$ cat config.mk
export PLATFORM = sky130hd
export DESIGN_NAME = instr_mem_loader
export DESIGN_NICKNAME = d
export VERILOG_FILES = /design/src/rtl/loader_pkg.sv /design/src/rtl/instr_mem_loader_word_assembler.sv /design/src/rtl/instr_mem_loader.sv
export SDC_FILE = /design/constraint.sdc
export NUM_CORES = 1
export LEC_CHECK = 0
export CORE_UTILIZATION = 34
export DETAILED_ROUTE_END_ITERATION = 16
export HOLD_SLACK_MARGIN = 0.12
export SLEW_MARGIN = 15
export SYNTH_ARGS = -nofsm -noshare
export SYNTH_HDL_FRONTEND = slang
export SYNTH_SLANG_ARGS = --single-unit
$ cat constraint.sdc
create_clock -name i_clk -period 2.5 [get_ports i_clk]
set_clock_uncertainty 0.2 [all_clocks]
set_input_delay 0.5 -clock i_clk [delete_from_list [all_inputs] [get_ports i_clk]]
set_output_delay 0.5 -clock i_clk [all_outputs]
set_load 0.01 [all_outputs]
$ cat src/rtl/loader_pkg.sv
// Shared types and constants for the instruction memory loader.
// Imported by the loader top and its word assembler.
package loader_pkg;

  localparam int ADDR_W_DEF     = 6;
  localparam int BYTES_PER_WORD = 4;
  localparam int IDX_W          = $clog2(BYTES_PER_WORD);

  typedef enum logic [2:0] {
    S_IDLE,
    S_HDR,
    S_BYTES,
    S_WRITE,
    S_DONE
  } state_t;

endpackage

$ cat src/rtl/instr_mem_loader_word_assembler.sv
// Little-endian byte-to-word assembler.
// Bytes shift in from the top so byte 0 lands in [7:0].
module word_assembler
  import loader_pkg::*;
(
  input  logic        i_clk,
  input  logic        i_rst_n,
  input  logic        i_clr,
  input  logic        i_en,
  input  logic [7:0]  i_byte,
  output logic [31:0] o_word,
  output logic        o_word_full
);

  logic [IDX_W-1:0] r_idx;
  logic [31:0]      r_word;

  // Byte index and shift register; clear drops any partial word
  always_ff @(posedge i_clk) begin
    if (!i_rst_n) begin
      r_idx  <= '0;
      r_word <= '0;
    end else if (i_clr) begin
      r_idx  <= '0;
      r_word <= '0;
    end else if (i_en) begin
      r_idx  <= r_idx + 1'b1;
      r_word <= {i_byte, r_word[31:8]};
    end
  end

  assign o_word      = r_word;
  assign o_word_full =
    i_en && (r_idx == IDX_W'(BYTES_PER_WORD - 1));

endmodule

$ cat src/rtl/instr_mem_loader.sv
// Byte-stream program loader for the instruction memory.
// Holds the CPU until N words are written from address 0.
module instr_mem_loader
  import loader_pkg::*;
#(
  parameter int ADDR_W = ADDR_W_DEF
) (
  input  logic              i_clk,
  input  logic              i_rst_n,
  input  logic              i_start,
  input  logic              i_in_valid,
  input  logic [7:0]        i_in_data,
  output logic              o_in_ready,
  output logic              o_mem_we,
  output logic [ADDR_W-1:0] o_mem_addr,
  output logic [31:0]       o_mem_wdata,
  output logic              o_cpu_hold,
  output logic              o_busy,
  output logic              o_done,
  output logic [ADDR_W:0]   o_words_loaded
);

  state_t r_state;
  state_t w_next;

  logic [ADDR_W:0] r_count;
  logic [ADDR_W:0] r_target;
  logic [ADDR_W:0] w_count_inc;
  logic [ADDR_W:0] w_hdr_n;
  logic            w_rx_state;
  logic            w_accept;
  logic            w_hdr_acc;
  logic            w_byte_en;
  logic            w_start_ok;
  logic            w_word_full;
  logic [31:0]     w_word;

  assign w_rx_state  = (r_state == S_HDR) ||
                       (r_state == S_BYTES);
  assign w_accept    = i_in_valid && w_rx_state;
  assign w_hdr_acc   = w_accept && (r_state == S_HDR);
  assign w_byte_en   = w_accept && (r_state == S_BYTES);
  assign w_start_ok  = i_start &&
                       ((r_state == S_IDLE) ||
                        (r_state == S_DONE));
  assign w_count_inc = r_count + 1'b1;

  // A zero header means a full-depth image
  assign w_hdr_n =
    (i_in_data[ADDR_W-1:0] == '0) ?
    (ADDR_W + 1)'(1 << ADDR_W) :
    {1'b0, i_in_data[ADDR_W-1:0]};

  word_assembler u_asm (
    .i_clk       (i_clk),
    .i_rst_n     (i_rst_n),
    .i_clr       (w_hdr_acc),
    .i_en        (w_byte_en),
    .i_byte      (i_in_data),
    .o_word      (w_word),
    .o_word_full (w_word_full)
  );

  // State register
  always_ff @(posedge i_clk) begin
    if (!i_rst_n) r_state <= S_IDLE;
    else          r_state <= w_next;
  end

  // Next-state logic
  always_comb begin
    w_next = r_state;
    unique case (r_state)
      S_IDLE:  if (i_start) w_next = S_HDR;
      S_HDR:   if (w_accept) w_next = S_BYTES;
      S_BYTES: if (w_word_full) w_next = S_WRITE;
      S_WRITE: w_next = (w_count_inc == r_target) ?
                        S_DONE : S_BYTES;
      S_DONE:  if (i_start) w_next = S_HDR;
      default: w_next = S_IDLE;
    endcase
  end

  // Word counter and target count
  always_ff @(posedge i_clk) begin
    if (!i_rst_n) begin
      r_count  <= '0;
      r_target <= '0;
    end else begin
      if (w_start_ok) r_count <= '0;
      if (w_hdr_acc) begin
        r_target <= w_hdr_n;
        r_count  <= '0;
      end
      if (r_state == S_WRITE) r_count <= w_count_inc;
    end
  end

  // Output decode from state only
  always_comb begin
    o_in_ready = 1'b0;
    o_mem_we   = 1'b0;
    o_cpu_hold = 1'b0;
    o_busy     = 1'b0;
    o_done     = 1'b0;
    unique case (r_state)
      S_HDR, S_BYTES: begin
        o_in_ready = 1'b1;
        o_cpu_hold = 1'b1;
        o_busy     = 1'b1;
      end
      S_WRITE: begin
        o_mem_we   = 1'b1;
        o_cpu_hold = 1'b1;
        o_busy     = 1'b1;
      end
      S_DONE:  o_done = 1'b1;
      default: ;
    endcase
  end

  assign o_mem_addr     = r_count[ADDR_W-1:0];
  assign o_mem_wdata    = w_word;
  assign o_words_loaded = r_count;

endmodule

# Word-level counts from Yosys, hierarchy flattened
# Index checks and enable logic that the tools add are counted.
[totals]
word_cells = 45
in_bits = 12
regBits = 51
[op_classes]
n_eq_ne = 9
bitwise = 1
n_mux = 13
reduce_logical = 15
add_sub_neg = 2
[ops]
columns = ["cell", "n"]
rows = [
  ["$mux 7", 4],
  ["$mux 3", 4],
  ["$pmux 3 s4", 1],
  ["$add 7x1->7 const B", 1],
  ["$eq 7x7->1", 1],
  ["$eq 3x2->1 const B", 2],
  ["$logic_not 6->1", 1],
  ["$reduce_or 2->1", 3],
  ["$logic_and 1x1->1", 5],
  ["$mux 1", 4],
  ["$ne 2x1->1 const B", 2],
  ["$eq 3x1->1 const B", 1],
  ["$eq 3x3->1 const B", 1],
  ["$logic_not 3->1", 1],
  ["$reduce_and 3->1", 1],
  ["$reduce_bool 3->1", 1],
  ["$reduce_or 3->1", 1],
  ["$add 2x1->2 const B", 1],
  ["$eq 2x2->1 const B", 1],
  ["$logic_or 1x1->1", 2],
  ["$ne 2x2->1 const B", 1],
  ["$not 1->1", 1],
]

# Logic depth before layout (Yosys ltp)
[depth]
depth_word = 7
mapped_depth = 7
mapped_depth_nobuf = 6

# Modules after synthesis
# From an unflattened synthesis, not the netlist that was laid out.
[unflattened]
hier_cells = 233
hier_area_um2 = 2384.8
[by_module_without_submodules]
columns = ["module", "cells_each", "area_per_inst_um2", "instances"]
rows = [
  ["word_assembler", 113, 1272.5, 1],
  ["instr_mem_loader", 120, 1112.3, 1],
]

# Least setup slack after synthesis
# Ideal clock, no wire load.
[synth_path]
kind = "flip-flop to flip-flop"
start = "reg r_count[0], in the netlist o_words_loaded[0]"
end = "reg r_state[1]"
required_ns = 2.197
slack_ns = 0.628
path_buffers = 0
arrival_ns = 1.569
setup_time_ns = 0.103
path_stages_with_launch = 7
period_less_slack_ns = 1.872
path_cell_list = "dfxtp_1 ha_1 and3_4 o22ai_1 a22oi_1 nor2_1 a2111oi_2"
[synth_via]
elab_chain_cells = 4
[synth_lines]
columns = ["item", "line_no", "source"]
rows = [
  ["from (decl)", "instr_mem_loader.sv:26", "logic [ADDR_W:0] r_count;"],
  ["from (signal assigned)", "instr_mem_loader.sv:95", "if (r_state == S_WRITE) r_count <= w_count_inc;"],
  ["$add 7x1->7", "instr_mem_loader.sv:46", "assign w_count_inc = r_count + 1'b1;"],
  ["$eq 7x7->1", "instr_mem_loader.sv:77", "S_WRITE: w_next = (w_count_inc == r_target) ?"],
  ["$mux 3", "instr_mem_loader.sv:77", ""],
  ["$pmux 3 s4", "instr_mem_loader.sv:73", "unique case (r_state)"],
  ["to (signal assigned)", "instr_mem_loader.sv:67", "else r_state <= w_next;"],
  ["to (decl)", "instr_mem_loader.sv:23", "state_t r_state;"],
]
# Every way passes these cells.
# A chain may end at the register's enable or synchronous reset.

# Final worst setup path
[layout_path]
start = "reg r_state[1]"
end = "out o_done"
[layout_via]
elab_chain_cells = 2
[layout_lines]
columns = ["item", "line_no", "source"]
rows = [
  ["$eq 3x3->1", "instr_mem_loader.sv:106", "unique case (r_state)"],
  ["$mux 1", "instr_mem_loader.sv:106", ""],
  ["to (decl)", "instr_mem_loader.sv:19", "output logic o_done,"],
]
# Every way passes these cells.

==> flow_metrics.py <==
metrics = {
    "finish": {
        "fin_area_um2": 2950,
        "multi_input_area_um2": 1020,
        "num_antenna_cells": 0,
        "drive_gt1_share_pct": 7.21,
        "final_common_cell": "nand2_1",
        "seqCellArea_um2": 1020,
        "final_cell_mix": "68 x nand2_1, 61 x clkdlybuf4s50_1, 50 x dfxtp_1",
        "areaGrowthSynthToFinish_pct": 34.8,
        "fillers": 637,
        "final_nets": 333,
    },
    "pwr": {
        "internal_power_mw": 1.18,
        "power.leakage_nw": 1.06,
        "power_frac_clock_pct": 36.3,
        "seqPwrFrac_pct": 54.6,
        "p_switching_uw": 347,
        "comb_power_share_pct": 9.1,
        "total_power_mw": 1.53,
        "p_sw_share_pct": 22.7,
        "ir_drop_mv": 0.215,
        "p_per_area_nw_per_um2": 518,
    },
    "route": {
        "dr_wl_met3_um": 144,
        "dr.first_iter.drc_count": 133,
        "wl_met2_um": 2200,
        "top_layer": "met4",
        "first_pass_iters": 4,
        "routed_via_density": 4.72,
        "wl_um": 4850,
        "wl_per_cell_um": 12.3,
        "drtAntennaViolNets": 0,
        "wl_met1_um": 2450,
        "num_vias": 1861,
        "drc": 0,
    },
    "clocking": {
        "cts_resized": 1,
        "numCtsBuffers": 5,
        "ctsLongestPathBuffers": 2,
        "post_cts_buffers": 0,
        "h-tree-depth": 2,
        "clockRootBuffer": "clkbuf_8",
        "cts_tree": "yes",
        "holdBufCountCts": 0,
        "path_clk_slew_ns": 0.09,
        "insertion_delay_ns": 0.29,
        "cts_sinks": 51,
    },
    "synth": {
        "synth.cell_area_um2": 2190,
        "synth_compound_area_share_pct": 14.3,
        "synth_mux_area_share_pct": 3.21,
        "synthDistinctLibCells": 37,
        "yosys_warnings": 0,
        "syn_area_per_cell_um2": 8.19,
        "synthAdderAreaFrac_pct": 1.14,
        "netlist_instances": 267,
        "yosys.area_share.simple_pct": 22.8,
        "synth_seq_cells": 51,
        "synth_fp_nets": 281,
        "synth_top_family_by_area": "simple AND/OR/NAND/NOR gates",
        "ys_seq_area_share_pct": 46.7,
        "synth_xor_area_share_pct": 5.15,
    },
    "global_routing": {
        "grt_use_total_pct": 14.8,
        "grt_pass1_vias": 1632,
        "grt.overflow.total": 0,
        "grt_pass1_wl_um": 7730,
        "grt_max_degree": 35,
        "antenna_found_initial": 0,
    },
    "timing": {
        "hold_violations": 0,
        "slew_violations": 0,
        "rsz0062_at_grt": "false",
        "min_period_ns": 2.41,
        "setup_slack_ns": 0.0938,
        "min_period_over_period_pct": 96.2,
        "setup_viol": 0,
        "finalSetupTns_ns": 0,
        "fmax_ghz": 0.416,
        "worst_pin_slew_ns": 0.419,
        "slew_headroom_pct": 71.9,
    },
    "critical_path": {
        "path_class": "flop to output port",
        "worstPathArrival_ns": 1.71,
        "start_kind": "flop",
        "r2r-start": "o_words_loaded[0]",
        "critPathRequiredTime_ns": 1.80,
        "worstPathMaxFanout": 7,
        "setup.worst_path.start": "r_state[1]",
        "cp-end-kind": "output port",
    },
    "floorplanning": {
        "chipWidth_um": 82.2,
        "die-area_um2": 6750,
        "pin_count": 62,
        "core_area_um2": 6060,
        "initial_core_util_pct": 36.1,
        "placementRows": 28,
        "die_h_um": 82.2,
    },
    "placement": {
        "port_buffers": 61,
        "routabilityCongestion": 0.728,
        "place_ws_ns": 0.277,
        "placed_cell_area_um2": 2840,
        "dpl.hpwl_um": 3330,
    },
    "worst_hold_path": {
        "min-delay-start": "u_asm.o_word[4]",
        "hold_class": "flop to flop",
    },
    "run": {
        "drv_cap": 0,
    },
    "run_status": {
        "outcome": "finished clean",
    },
}
cell type report:
cell class / instances / share of cell area, %
clock buffers: 5 / 2.34
repair buffers: 68 / 23.4
multi-input cells: 190 / 34.8
well taps: 75 / 3.18
inverters: 3 / 0.382
clock inverters: 2 / 1.27
flip-flops and latches: 51 / 34.7
cell usage after synthesis (all sizes together):
master / number / area (µm²)
nor3: 3 / 20.0
dfxtp: 51 / 1020
nor2: 22 / 82.6
a31oi: 1 / 6.26
nand2: 69 / 262
nand4: 1 / 6.26
a2111oi: 1 / 15.0
a32o: 1 / 10.0
nor4: 1 / 6.26
a2bb2oi: 1 / 8.76
or3: 2 / 12.5
or4: 1 / 7.51
xor2: 4 / 35.0
nand4b: 1 / 8.76
nand3b: 4 / 30.0
a22oi: 3 / 22.5
nand3: 2 / 10.0
buf: 20 / 123
o22ai: 1 / 6.26
and2: 2 / 12.5
inv: 3 / 11.3
o21ai: 5 / 25.0
and3: 2 / 18.8
mux2i: 7 / 70.1
clkbuf: 3 / 12.5
nor2b: 3 / 21.3
a21oi: 43 / 219
xnor2: 8 / 77.6
ha: 2 / 25.0
stage by stage:
step | util [%] | hold WS, ns | std cells
floorplan | - | 0.240 | 267
global placement | 46.8 | 0.245 | 387
detailed placement | 46.8 | 0.248 | 387
CTS | 48.6 | 0.261 | 394
global route | 48.6 | 0.277 | 394
finish | 48.6 | 0.257 | 394
registers in the layout, summed over array words and instances (netlist names):
name	cells
u_asm.r_idx	2
r_target	7
o_words_loaded	7
u_asm.o_word	32
r_state	3
metal layers:
metal  up-vias  track usage [%]
li1        979                -
met5         -                0
met2        36             22.4
met1       841             21.0
met4         0             5.79
met3         5             2.31
critical path: stages, from the launching register on:
cell and delay [ns]:
dfxtp_1 0.38, nor2_1 0.27, and2_1 0.21, clkdlybuf4s50_1 0.54
power groups by stage:
| stage | registers (mW) | logic, mW | clock network (mW) |
|---|---|---|---|
| 6_report | 0.833 | 0.139 | 0.555 |
| 5_1_grt | 0.835 | 0.153 | 0.601 |
| 4_1_cts | 0.833 | 0.141 | 0.572 |
| 3_5_place_dp | 0.852 | 0.140 | 0 |
| 3_3_place_gp | 0.852 | 0.140 | 0 |
| 2_1_floorplan | 0.847 | 0.0838 | 0 |
logic make-up after synthesis:
group | Yosys count
adders and majority gates | 2
AOI/OAI and AO/OA | 56
xor gates and xnor gates | 12
and+or+nand+nor | 113
DFF | 51
muxes | 7
buffers and inverters | 26
final timing paths:
kind / to / slack [ns] / cells after the start
max: o_done / 0.09 / 3
max reg2reg: r_state[1] / 0.49 / 6
min: u_asm.o_word[4] / 0.26 / 2
min reg2reg: u_asm.o_word[4] / 0.26 / 2
Note: power is estimated with default switching activity, not from simulation.
